[src/rtl/uart_rx_fifo.sv]
// Receive-side byte FIFO behind the UART receiver.
// It drops bytes when full and sets a sticky overflow flag.
module uart_rx_fifo #(
  parameter int DATA_WIDTH = 8,
  parameter int DEPTH      = 16
) (
  input  logic                    i_clk,
  input  logic                    i_reset,
  input  logic [DATA_WIDTH-1:0]   i_data_in,
  input  logic                    i_valid_in,
  output logic [DATA_WIDTH-1:0]   o_data_out,
  output logic                    o_valid_out,
  input  logic                    i_ready_in,
  output logic [$clog2(DEPTH):0]  o_count,
  output logic                    o_full,
  output logic                    o_empty,
  output logic                    o_overflow,
  input  logic                    i_clear_overflow
);

  localparam int AW = $clog2(DEPTH);
  localparam int CW = AW + 1;

  logic [DATA_WIDTH-1:0] mem_q [DEPTH];

  logic [AW-1:0] wr_ptr_q, wr_ptr_d;
  logic [AW-1:0] rd_ptr_q, rd_ptr_d;
  logic [CW-1:0] count_q, count_d;
  logic          full_q, full_d;
  logic          empty_q, empty_d;
  logic          ovf_q, ovf_d;
  logic          push, pop, drop;

  // A pop on the same edge frees the slot a push needs when full.
  always_comb begin
    pop  = !empty_q && i_ready_in;
    push = i_valid_in && (!full_q || pop);
    drop = i_valid_in && !push;

    wr_ptr_d = push ? wr_ptr_q + AW'(1) : wr_ptr_q;
    rd_ptr_d = pop  ? rd_ptr_q + AW'(1) : rd_ptr_q;

    count_d = count_q;
    unique case ({push, pop})
      2'b10:   count_d = count_q + CW'(1);
      2'b01:   count_d = count_q - CW'(1);
      default: count_d = count_q;
    endcase

    full_d  = (count_d == CW'(DEPTH));
    empty_d = (count_d == '0);
    ovf_d   = drop || (ovf_q && !i_clear_overflow);
  end

  always_ff @(posedge i_clk or posedge i_reset) begin
    if (i_reset) begin
      wr_ptr_q <= '0;
      rd_ptr_q <= '0;
      count_q  <= '0;
      full_q   <= 1'b0;
      empty_q  <= 1'b1;
      ovf_q    <= 1'b0;
    end else begin
      wr_ptr_q <= wr_ptr_d;
      rd_ptr_q <= rd_ptr_d;
      count_q  <= count_d;
      full_q   <= full_d;
      empty_q  <= empty_d;
      ovf_q    <= ovf_d;
    end
  end

  always_ff @(posedge i_clk) begin
    if (push) begin
      mem_q[wr_ptr_q] <= i_data_in;
    end
  end

  assign o_data_out  = empty_q ? '0 : mem_q[rd_ptr_q];
  assign o_valid_out = !empty_q;
  assign o_count     = count_q;
  assign o_full      = full_q;
  assign o_empty     = empty_q;
  assign o_overflow  = ovf_q;

endmodule

[config.mk]
export PLATFORM = sky130hd
export DESIGN_NAME = uart_rx_fifo
export DESIGN_NICKNAME = d
export VERILOG_FILES = /design/src/rtl/uart_rx_fifo.sv
export SDC_FILE = /design/constraint.sdc
export NUM_CORES = 1
export LEC_CHECK = 0
export CAP_MARGIN = 30
export CELL_PAD_IN_SITES_DETAIL_PLACEMENT = 1
export CELL_PAD_IN_SITES_GLOBAL_PLACEMENT = 1
export CORE_MARGIN = 8
export CORE_UTILIZATION = 47
export CTS_BUF_LIST = sky130_fd_sc_hd__clkbuf_8
export CTS_CLUSTER_DIAMETER = 120
export DETAILED_ROUTE_END_ITERATION = 10
export PLACE_DENSITY = 0.83
export SLEW_MARGIN = 20
export SYNTH_ARGS = -nofsm -noshare
export SYNTH_HDL_FRONTEND = slang
export SYNTH_SLANG_ARGS = --single-unit
export TNS_END_PERCENT = 50
[constraint.sdc]
create_clock -name i_clk -period 3.1 [get_ports i_clk]
set_input_delay 0.62 -clock i_clk [delete_from_list [all_inputs] [get_ports i_clk]]
set_output_delay 0.62 -clock i_clk [all_outputs]
set_load 0.03 [all_outputs]
* Word-level counts from Yosys, hierarchy flattened
Memory sizes are Yosys's and may differ from the RTL's. Cells that the tools add are included.
Operators by class: add/subtract/negate cells 4, eq/ne operators 3, mux-type cells 4, reductions and logical operators 11
Operator list (count):
- one-hot mux 5 bit (2 select lines) | 1
- adder 4 x 1 -> 4 bit, second input constant | 2
- two-way mux 8 bit | 1
- adder 5 x 1 -> 5 bit, second input constant | 1
- equality test 5 bit, second input constant | 1
- zero test 5 bit | 1
- subtractor 5 x 1 -> 5 bit, second input constant | 1
- logical AND 1 bit | 4
- zero test 1 bit | 4
- equality test 2 x 1 -> 1 bit, second input constant | 1
- equality test 2 bit, second input constant | 1
- logical OR 1 bit | 2
- two-way mux 1 bit | 2
Storage, ports and cells: register bits after elaboration 16, bits in writable memories 128, input port bits 13, output and inout bits 17, word-level logic and storage cells 29, memories 1
Memories:
- mem_q | words 16, width 8, read ports 1, clocked after Yosys merged registers in 0, wr ports 1, line 24 | logic [DATA_WIDTH-1:0] mem_q [DEPTH];

* Depth between registers and ports, before layout
depth in word-level cells 7, mapped depth 13, mapped depth without buffers 11

* Least setup slack after synthesis
OpenSTA, ideal clock, no wires.
path type register -> register, from register empty_q, in the netlist o_empty, to register full_q, in the netlist o_full, library setup time 0.129 ns, arrival 2.606 ns, data required time 2.971 ns, slack 0.364 ns, cell stages (with the launch flop) 14, buffers on the path 2, period minus slack after synthesis 2.736 ns, cells stage by stage dfstp_2 -> buf_6 -> nand2b_1 -> a21boi_1 -> inv_1 -> ha_1 -> buf_2 -> xor2_1 -> ha_1 -> o21ai_0 -> a221oi_1 -> o211ai_1 -> xnor2_2 -> nor3b_2
On the way: word-level cells in the longest chain between the ends 7, elaborated cells between the ends (all ways) 8, classes of those cells eq/ne: 3; mux: 1; reduce/logical: 4
RTL lines:
- start: declaration | line 30 | logic empty_q, empty_d;
- start signal: assignment | line 68 | empty_q <= empty_d;
- zero test 1 bit * | line 36 | pop = !empty_q && i_ready_in;
- logical AND 1 bit * | line 36
- logical OR 1 bit | line 37 | push = i_valid_in && (!full_q || pop);
- logical AND 1 bit | line 37
- equality test 2 x 1 -> 1 bit / equality test 2 bit (equally long branches) | line 44 | unique case ({push, pop})
- one-hot mux 5 bit (2 select lines) * | line 44
- via count_d[4] | line 28 | logic [CW-1:0] count_q, count_d;
- equality test 5 bit * | line 50 | full_d = (count_d == CW'(DEPTH));
- via full_d | line 29 | logic full_q, full_d;
- end signal: assignment | line 67 | full_q <= full_d;
- end: declaration | line 29
The timed path passes the listed nets; every way through them passes the cells marked *. A chain may end at the register's enable or synchronous reset.

* Worst setup path in the final report
from register rd_ptr_q[0], to output o_data_out[0]
On the way: word-level cells in the longest chain between the ends 2
RTL lines:
- start: declaration | line 27 | logic [AW-1:0] rd_ptr_q, rd_ptr_d;
- start signal: assignment | line 65 | rd_ptr_q <= rd_ptr_d;
- memory read (16 x 8 bit)
- two-way mux 8 bit | line 79 | assign o_data_out = empty_q ? '0 : mem_q[rd_ptr_q];
- end: declaration | line 11 | output logic [DATA_WIDTH-1:0] o_data_out,
Every way passes these cells.

==> metrics.yaml <==
status: "finished clean"
place_area_sq_mm: 0.006439
synth-main-ff-cell: "edfxtp_1"
nNetsFinal: 369
io_pins: 30
clock.fmax_ghz: 0.3316
dr.pass1.iters: 4
synth.cell_area_sq_mm: 0.005968
antenna_found_initial: 0
ys_seq_area_share_pct: 71.13
reg2reg_from: "o_empty"
viasPerCell: 5.614
setup_viol: 0
clock_sinks: 144
finalWeightedCongestion: 0.8102
drt_iter0_markers: 273
first_global_vias: 3281
r2r-end: "o_full"
drive_gt1_share_pct: 18.28
worst_pin_slew_ns: 0.6491
wl_um: 12750
cp.required_ns: 2.48
h-tree-depth: 4
syn_nets: 326
cts_root_buf: "clkbuf_8"
finClkSkew_ns: 0.01332
synth_top_area_cell: "edfxtp_1"
ys_seq_elements: 144
clkSlewWorstSetupHoldPaths_ns: 0.08
yosys_warnings: 0
grt_pass1_wl_um: 19610
core_area_sq_mm: 0.01252
slew_viol_final: 0
ys_types: 45
postRouteAntennaNets: 0
synthTopCellsByArea: "edfxtp_1 64%, mux4_1 8.8%, dfrtp_1 6.3%"
place_inst: 500
hp-class: "in2async"
arrival_ns: 2.40
synth-edff-count: 128
rr_worst_depth: 11
power_density_mw_per_mm2: 939.5
grt_start_max_net_pins: 33
avgSynthCellArea_sq_um: 19.57
area_growth_pct: 15.32
drc: 0
rows: 41
cts_buffers: 17
synthMostInstantiatedCell: "edfxtp_1"
nFillCells: 1158
grtUsageTotal_pct: 16.51
gr-total-overflow: 0
reg2reg_setup_slack_ns: 0.32
clockBufferDepth: 2
slew_headroom_pct: 56.68
p_leak_uw: 0.002356
start_util_pct: 47.68
wl_per_cell_um: 23.92
fin_crit_sh_pct: 97.28
io_buffers: 29
dpl.hpwl_um: 7974
critPathCaptureType: "output port"
synth_cells: 305
vias: 2992
worst_setup_path_start_kind: "flip-flop"
holdWs_ns: 0.5583
fin_cells: 533
cp_max_fo: 13
cts_tree: "built"
die_area_sq_mm: 0.01656
clock_latency_ns: 0.43
crit_type: "reg2out"
ir_worst_vdd_mv: 0.5955
diodes: 0
synthArstFlopShare_pct: 11.11
synth_top_area_share_pct: 64.40
min_period_ns: 3.016
die_w_um: 128.7
synth_common_cells: "128 x edfxtp_1, 20 x mux4_1, 17 x a22oi_1"
hold_viol_final: 0
cap_violations: 0
stdcell_area_sq_mm: 0.006883
die_y_um: 128.7
worst max-delay path, stage by stage (launching register included):
cell,delay [ns]
dfrtp_2,0.44
buf_12,0.19
buf_8,0.17
mux4_1,0.58
a22oi_2,0.23
a21oi_1,0.14
buf_4,0.19
layout by cell type (no fill, tap or decap), types with 2 or more instances in the layout:
| master | n |
|---|---|
| clkdlybuf4s50_1 | 21 |
| xnor2_1 | 8 |
| nand2_1 | 7 |
| edfxtp_1 | 128 |
| nand4_1 | 2 |
| a22oi_2 | 6 |
| mux4_1 | 20 |
| a22oi_1 | 11 |
| buf_12 | 2 |
| nand3_1 | 2 |
| and2_1 | 13 |
| nor3b_2 | 2 |
| xor2_1 | 2 |
| nor2b_1 | 2 |
| nor3_1 | 2 |
| bufinv_16 | 3 |
| mux4_2 | 12 |
| clkinv_1 | 4 |
| buf_4 | 11 |
| nand3b_1 | 2 |
| clkbuf_8 | 17 |
| clkinv_4 | 2 |
| dfrtp_1 | 14 |
| o21ai_0 | 4 |
| dlygate4sd2_1 | 5 |
| a21oi_1 | 9 |
| ha_1 | 8 |
| inv_1 | 9 |
| clkinv_2 | 3 |
| and4_1 | 4 |
| nor2_1 | 5 |
how the worst max path moves through the flow:
stage / start / end / depth (start not counted)
CTS: rd_ptr_q[0] / o_data_out[1] / 6
floorplan: o_empty / o_full / 13
finish: rd_ptr_q[0] / o_data_out[0] / 6
detailed placement: i_ready_in / o_full / 12
global route: rd_ptr_q[0] / o_data_out[1] / 6
global placement: i_ready_in / o_full / 12
cell families after synthesis:
group | after synthesis | synth area share, %
XOR/XNOR | 11 | 1.740
multiplexers | 34 | 13.69
buffers and inverters | 25 | 2.893
flip-flops | 144 | 71.13
adder cells (fa/ha/maj) | 8 | 1.677
AND/OR/NAND/NOR | 46 | 4.738
AO/OA/AOI/OAI | 37 | 4.130
where the power goes:
group | switching (uW) | internal (uW) | total (uW)
clock | 672 | 776 | 1450
sequential | 224 | 2390 | 2610
combinational | 1350 | 1060 | 2410
layout make-up:
type / count / area, sq um / share of cell area, %
Clock buffer: 17 / 234.0 / 3.399
Clock inverter: 15 / 152.6 / 2.218
Inverter: 7 / 26.28 / 0.3817
Multi-Input combinational cell: 136 / 1580 / 22.96
Sequential cell: 144 / 4247 / 61.70
Tap cell: 172 / 215.2 / 3.127
Timing Repair Buffer: 42 / 427.9 / 6.217
sequential cells by signal (all words and copies together), names as in the netlist:
signal      cells
o_empty         1
o_count         5
wr_ptr_q        4
o_full          1
mem_q         128
o_overflow      1
rd_ptr_q        4
metal layers:
metal  vias to the layer above  GRT usage [%]  part of all wire, %
li1                       1336              -                    -
met1                      1573          19.77                   41
met2                        77          27.74                   52
met3                         6          4.592                  5.8
met4                         0          6.565                 0.87
met5                         -              0                    0
through the flow:
| stage | TNS, ns | worst slack, ns | util, % | total power (uW) |
|---|---|---|---|---|
| 2_1_floorplan | 0 | 0.3641 | - | 4224 |
| 3_3_place_gp | 0 | 0.1095 | 51.44 | 4904 |
| 4_1_cts | 0 | 0.002613 | 54.55 | 6426 |
| 5_1_grt | -0.02050 | -0.01535 | 54.99 | 6766 |
| 3_5_place_dp | -0.1863 | -0.1046 | 51.44 | 5017 |
| 6_report | 0 | 0.08420 | 54.99 | 6467 |
what timing repair did:
| action | CTS | global route |
|---|---|---|
| gates resized for setup | 10 | 6 |
| hold buffers | 0 | 0 |
| gates cloned | 0 | 1 |
| buffers inserted | 0 | 0 |
| pin swaps | 0 | 0 |
| endpoints found under the setup margin | 8 | 5 |
Note: power is estimated with default switching activity, not from simulation.
